### src/rtl/debug_unit_ctrl.sv
// Host-side debug controller for the MIPS pipeline: decodes UART commands, loads
// instruction memory, gates the pipeline clock (run/step) and reports the PC.
module debug_unit_ctrl #(
  parameter int                 NB_REG   = 32,
  parameter int                 NB_BYTE  = 8,
  parameter int                 NB_WIDHT = 9,
  parameter logic [NB_BYTE-1:0] CMD_LOAD = 8'h4C,
  parameter logic [NB_BYTE-1:0] CMD_RUN  = 8'h43,
  parameter logic [NB_BYTE-1:0] CMD_STEP = 8'h53
) (
  input  logic               i_clk,
  input  logic               i_reset,
  input  logic [NB_BYTE-1:0] i_rx_data,
  input  logic               i_rx_valid,
  input  logic               i_tx_done,
  input  logic               i_halt,
  input  logic [NB_REG-1:0]  i_pc,
  output logic [NB_BYTE-1:0] o_tx_data,
  output logic               o_tx_start,
  output logic               o_dunit_clk_en,
  output logic               o_dunit_w_en,
  output logic [NB_REG-1:0]  o_dunit_mem_addr,
  output logic [NB_REG-1:0]  o_dunit_mem_data,
  output logic               o_busy
);

  localparam int NB_BYTES = NB_REG / NB_BYTE;
  localparam int NB_CNT   = $clog2(NB_BYTES);

  localparam logic [NB_CNT-1:0]   LAST_BYTE   = NB_CNT'(NB_BYTES - 1);
  localparam logic [NB_CNT:0]     WORD_BYTES  = (NB_CNT + 1)'(NB_BYTES);
  localparam logic [NB_WIDHT-1:0] LAST_ADDR   = {{(NB_WIDHT-2){1'b1}}, 2'b00};
  localparam logic [NB_WIDHT-1:0] ADDR_STEP   = {{(NB_WIDHT-3){1'b0}}, 3'b100};
  localparam logic [NB_BYTE-1:0]  REPLY_BAD   = NB_BYTE'(8'h3F);
  localparam logic [NB_BYTE-1:0]  REPLY_OK    = NB_BYTE'(8'h4B);
  localparam logic [NB_BYTE-1:0]  REPLY_FULL  = NB_BYTE'(8'hEE);
  localparam logic [NB_REG-1:0]   HALT_WORD   = '1;

  typedef enum logic [2:0] {
    IDLE, LOAD, WRITE, RUN, STEP, SEND_PC, SEND, WAIT_TX
  } state_t;

  state_t              state_q,   state_d;
  logic [NB_WIDHT-1:0] addr_q,    addr_d;
  logic [NB_REG-1:0]   word_q,    word_d;
  logic [NB_CNT-1:0]   byteCnt_q, byteCnt_d;
  logic [NB_REG-1:0]   txBuf_q,   txBuf_d;
  logic [NB_CNT:0]     txCnt_q,   txCnt_d;
  logic [NB_BYTE-1:0]  txData_q,  txData_d;
  logic                txStart_q, txStart_d;
  logic                clkEn_q,   clkEn_d;
  logic                wEn_q,     wEn_d;

  always_ff @(posedge i_clk or posedge i_reset) begin
    if (i_reset) begin
      state_q   <= IDLE;
      addr_q    <= '0;
      word_q    <= '0;
      byteCnt_q <= '0;
      txBuf_q   <= '0;
      txCnt_q   <= '0;
      txData_q  <= '0;
      txStart_q <= 1'b0;
      clkEn_q   <= 1'b0;
      wEn_q     <= 1'b0;
    end else begin
      state_q   <= state_d;
      addr_q    <= addr_d;
      word_q    <= word_d;
      byteCnt_q <= byteCnt_d;
      txBuf_q   <= txBuf_d;
      txCnt_q   <= txCnt_d;
      txData_q  <= txData_d;
      txStart_q <= txStart_d;
      clkEn_q   <= clkEn_d;
      wEn_q     <= wEn_d;
    end
  end

  // Strobes (tx start, write enable, clock enable) default low so each is a
  // registered pulse that only lasts while the FSM explicitly requests it.
  always_comb begin
    state_d   = state_q;
    addr_d    = addr_q;
    word_d    = word_q;
    byteCnt_d = byteCnt_q;
    txBuf_d   = txBuf_q;
    txCnt_d   = txCnt_q;
    txData_d  = txData_q;
    txStart_d = 1'b0;
    clkEn_d   = 1'b0;
    wEn_d     = 1'b0;

    case (state_q)
      IDLE: begin
        if (i_rx_valid) begin
          if (i_rx_data == CMD_LOAD) begin
            state_d   = LOAD;
            addr_d    = '0;
            byteCnt_d = '0;
          end else if (i_rx_data == CMD_RUN) begin
            state_d = RUN;
          end else if (i_rx_data == CMD_STEP) begin
            state_d = STEP;
            clkEn_d = 1'b1;
          end else begin
            txBuf_d = {REPLY_BAD, {(NB_REG-NB_BYTE){1'b0}}};
            txCnt_d = (NB_CNT + 1)'(1);
            state_d = SEND;
          end
        end
      end

      LOAD: begin
        if (i_rx_valid) begin
          word_d    = {word_q[NB_REG-NB_BYTE-1:0], i_rx_data};
          byteCnt_d = byteCnt_q + 1'b1;
          if (byteCnt_q == LAST_BYTE) begin
            byteCnt_d = '0;
            wEn_d     = 1'b1;
            state_d   = WRITE;
          end
        end
      end

      WRITE: begin
        addr_d = addr_q + ADDR_STEP;
        if (word_q == HALT_WORD) begin
          txBuf_d = {REPLY_OK, {(NB_REG-NB_BYTE){1'b0}}};
          txCnt_d = (NB_CNT + 1)'(1);
          state_d = SEND;
        end else if (addr_q == LAST_ADDR) begin
          txBuf_d = {REPLY_FULL, {(NB_REG-NB_BYTE){1'b0}}};
          txCnt_d = (NB_CNT + 1)'(1);
          state_d = SEND;
        end else begin
          state_d = LOAD;
        end
      end

      // Halt is checked before enabling, so a halt seen on entry costs no clock.
      RUN: begin
        if (i_halt) begin
          txBuf_d = i_pc;
          txCnt_d = WORD_BYTES;
          state_d = SEND_PC;
        end else begin
          clkEn_d = 1'b1;
        end
      end

      STEP: begin
        txBuf_d = i_pc;
        txCnt_d = WORD_BYTES;
        state_d = SEND_PC;
      end

      SEND_PC: state_d = SEND;

      SEND: begin
        txData_d  = txBuf_q[NB_REG-1 -: NB_BYTE];
        txStart_d = 1'b1;
        txBuf_d   = txBuf_q << NB_BYTE;
        txCnt_d   = txCnt_q - 1'b1;
        state_d   = WAIT_TX;
      end

      WAIT_TX: begin
        if (i_tx_done) begin
          state_d = (txCnt_q == '0) ? IDLE : SEND;
        end
      end

      default: state_d = IDLE;
    endcase
  end

  assign o_tx_data        = txData_q;
  assign o_tx_start       = txStart_q;
  assign o_dunit_clk_en   = clkEn_q;
  assign o_dunit_w_en     = wEn_q;
  assign o_dunit_mem_addr = {{(NB_REG-NB_WIDHT){1'b0}}, addr_q};
  assign o_dunit_mem_data = word_q;
  assign o_busy           = (state_q != IDLE);

endmodule

### config.mk
export PLATFORM = sky130hd
export DESIGN_NAME = debug_unit_ctrl
export DESIGN_NICKNAME = d
export VERILOG_FILES = /design/src/rtl/debug_unit_ctrl.sv
export SDC_FILE = /design/constraint.sdc
export NUM_CORES = 1
export LEC_CHECK = 0
export CORE_ASPECT_RATIO = 1.2
export CORE_UTILIZATION = 30
export DETAILED_ROUTE_END_ITERATION = 12
export GPL_ROUTABILITY_DRIVEN = 0
export GPL_TIMING_DRIVEN = 0
export SLEW_MARGIN = 20
export SYNTH_ARGS = -nofsm -noshare
export SYNTH_HDL_FRONTEND = slang
export SYNTH_SLANG_ARGS = --single-unit
### constraint.sdc
create_clock -name i_clk -period 2.8 [get_ports i_clk]
set_input_delay 0.56 -clock i_clk [delete_from_list [all_inputs] [get_ports i_clk]]
set_output_delay 0.56 -clock i_clk [all_outputs]
set_load 0.02 [all_outputs]
==> results_dict.tcl <==
set metrics [dict create \
    status "complete, no violations" \
    antenna_found_initial 0 \
    portBuffers 95 \
    yosysWarnings 0 \
    hold_class "flip-flop to flip-flop" \
    maxCapViolations 0 \
    register_area_mm2 0.00225 \
    nets 590 \
    power_leakage_nw 2.84 \
    grt-ovfl-total 0 \
    nFillCells 1452 \
    post-route-drc-count 0 \
    num_rows 48 \
    drt_pre_antenna_iters 4 \
    ctsLongestPathBuffers 2 \
    rsz0062_at_grt "no" \
    dpl_cell_area_mm2 0.00586 \
    cp-start-kind "input pin" \
    clockRootBuffer "clkbuf_16" \
    synth_flop_cell "dfrtp_1" \
    die_h_um 136 \
    crit_slowest_cell "o311ai_4" \
    htreeDepth 3 \
    clk_latency_ns 0.34 \
    syn_to_final_growth_pct 36.9 \
    die_area_mm2 0.0155 \
    grt_usage 0.148 \
    cts.clk_slew.worst_paths_ns 0.06 \
    peakVddDrop_mv 0.405 \
    cp_max_fo 10 \
    setup_violations 0 \
    ant_nets 0 \
    total_power_mw 5.56 \
    p_per_area_mw_per_mm2 903 \
    hpwl_mm 8.36 \
    stdcell_count 744 \
    wl_mm 11.1 \
    slew-limit-headroom 0.396 \
    cp_cell_sequence "clkdlybuf4s50_1 -> or3b_2 -> clkbuf_1 -> o311ai_4 -> nor2_2 -> buf_6 -> mux2_4" \
    cts_made_buffers 9 \
    cts_sinks 90 \
    drt-wirelength-per-cell_um 14.9 \
    arrival_ns 2.86 \
    synth_edf_count 0 \
    netlist_area_mm2 0.00450 \
    synth_async_sr_flop_share 1.00 \
    cts_tree "yes" \
    grt_pass1_wl_mm 17.6 \
    dp.cells 729 \
    boundaryPins 121 \
    period_needed_ns 2.63 \
    yosysSeqAreaShare 0.500 \
    worstPathRequired_ns 3.03 \
    slew_violations 0 \
    finalHoldViolations 0 \
    fmax_mhz 380 \
    avgSynthCellArea_um2 11.1 \
    dieWidth_um 114 \
    skew_ns 0.00718 \
    crit_path_end_kind "flip-flop" \
    diodes 0 \
    syn_inst 407 \
    yosysUniqueCellTypes 44 \
    drt_iter0_drc 178 \
    drive_above_1_share 0.204 \
    finalCritPeriodShare 0.939 \
    max_stage_delay_ns 0.50 \
    core_mm2 0.0145 \
    multi_input_area_mm2 0.00199 \
    worstMarginPinSlew_ns 0.898 \
    via_per_inst 4.69 \
    ys_ff_latch 90 \
    cts_setup_buffers 0 \
    grt_pass1_vias 3489 \
    grt_max_degree 35 \
    start_util 0.310 \
    worstSetupPathType "input pin to flip-flop" \
    routed-via-count 3493 \
    fin_area_mm2 0.00616 \
]
-- kinds of logic (layout without fill, tap and decap cells) --
kind of cell,count (synthesis),count (layout),synth area share
DFF,90,90,0.500
muxes,64,64,0.174
adders and majority gates,5,5,0.0139
buffers and inverters,63,176,0.0798
other,1,25,0.000833
AOI/OAI and AO/OA,82,82,0.124
and+or+nand+nor,102,102,0.107
-- where the power goes --
group / internal [mW] / switching [mW]
Clock: 0.690 / 0.480
Sequential: 1.67 / 0.238
Combinational: 1.16 / 1.33
Total: 3.52 / 2.05
-- per-layer routing --
layer	up-vias	GRT usage	wire length (um)
met1	1700	0.182	4900
met3	21	0.0267	517
met2	124	0.247	5370
met5	-	0	0
li1	1648	-	-
met4	0	0.0765	311
-- through the flow --
step                hold slack [ns]  utilization  TNS, ns  setup WS [ns]
finish                        0.478        0.424        0          0.171
global route                  0.505        0.424        0         0.0393
CTS                           0.484        0.423        0          0.141
detailed placement            0.466        0.403    -4.05         -0.190
global placement              0.467        0.399    -3.66         -0.170
floorplan                     0.432            -        0          0.506
-- cell usage after synthesis, drive strengths merged (4+ instances only) --
| library cell | n | area share |
|---|---|---|
| a211oi | 4 | 0.0078 |
| nand4 | 10 | 0.014 |
| nor2 | 15 | 0.013 |
| a21oi | 12 | 0.013 |
| nand3 | 4 | 0.0044 |
| o21ai | 30 | 0.033 |
| mux2i | 10 | 0.022 |
| a22o | 15 | 0.029 |
| nand2 | 52 | 0.043 |
| inv | 19 | 0.016 |
| dfrtp | 90 | 0.50 |
| o31ai | 5 | 0.0083 |
| buf | 33 | 0.055 |
| nor4 | 4 | 0.0056 |
| ha | 5 | 0.014 |
| clkbuf | 11 | 0.0092 |
| mux2 | 54 | 0.15 |
-- area by class of cell --
cell class / instances / share of cell area
sequential: 90 / 0.366
multi-input combinational: 278 / 0.322
timing repair buffer: 98 / 0.165
buffer: 44 / 0.0467
clock buffer: 13 / 0.0455
tap: 200 / 0.0406
inverter: 19 / 0.0122
clock inverter: 2 / 0.00163
-- sequential cells by signal, summed over array words and instances, names as in the netlist, 2 cells and up --
name,cells
o_dunit_mem_data,32
txBuf_q,32
o_tx_data,8
addr_q,7
state_q,3
txCnt_q,3
byteCnt_q,2
-- what timing repair did --
item	4_1_cts	5_1_grt
setup endpoints to repair	0	20
hold buffers	0	0
resized for setup	0	1
-- worst paths after layout --
path                                                       start                                to  slack [ns]  cells past startpoint
worst max-delay path                                i_rx_data[6]           txBuf_q[23]$_DFFE_PP0P_        0.17                      7
worst min-delay path                     txBuf_q[30]$_DFFE_PP0P_          o_tx_data[6]$_DFFE_PP0N_        0.48                      2
worst max register to register  o_dunit_mem_data[12]$_DFFE_PP0P_           txBuf_q[12]$_DFFE_PP0P_        0.18                      6
worst min register to register           txBuf_q[30]$_DFFE_PP0P_          o_tx_data[6]$_DFFE_PP0N_        0.48                      2
max in group asynchronous                                i_reset  o_dunit_mem_data[25]$_DFFE_PP0P_        1.62                      4
min in group asynchronous                                i_reset            txBuf_q[6]$_DFFE_PP0P_        0.56                      2
-- placed cells by master (no fill, tap or decap), types with 2 or more instances in the layout --
master / n
mux2i_1: 10
buf_12: 2
buf_1: 2
buf_4: 26
nand4_1: 10
nand3_1: 4
clkbuf_1: 11
nor3_1: 2
clkdlybuf4s50_1: 95
clkinv_2: 2
a21oi_1: 12
o21a_1: 3
clkbuf_16: 9
nand2b_1: 3
o22ai_1: 3
nor4_1: 3
buf_6: 3
clkbuf_8: 4
nand2_1: 52
a22o_1: 15
and2_1: 2
buf_2: 2
or3b_2: 2
a31oi_1: 2
o21ai_0: 30
nor2_1: 14
and3_1: 3
dfrtp_1: 90
nand4bb_1: 2
conb_1: 25
ha_1: 5
o31ai_1: 5
inv_1: 18
a211oi_1: 3
mux2_4: 20
mux2_2: 34
-- critical path, delay by kind of cell --
family	cells	cell delay, ns
multiplexers	1	0.31
AO/OA/AOI/OAI	1	0.50
buffers and inverters	3	0.90
AND/OR/NAND/NOR	2	0.59
Power figures use the tool's default switching activity.
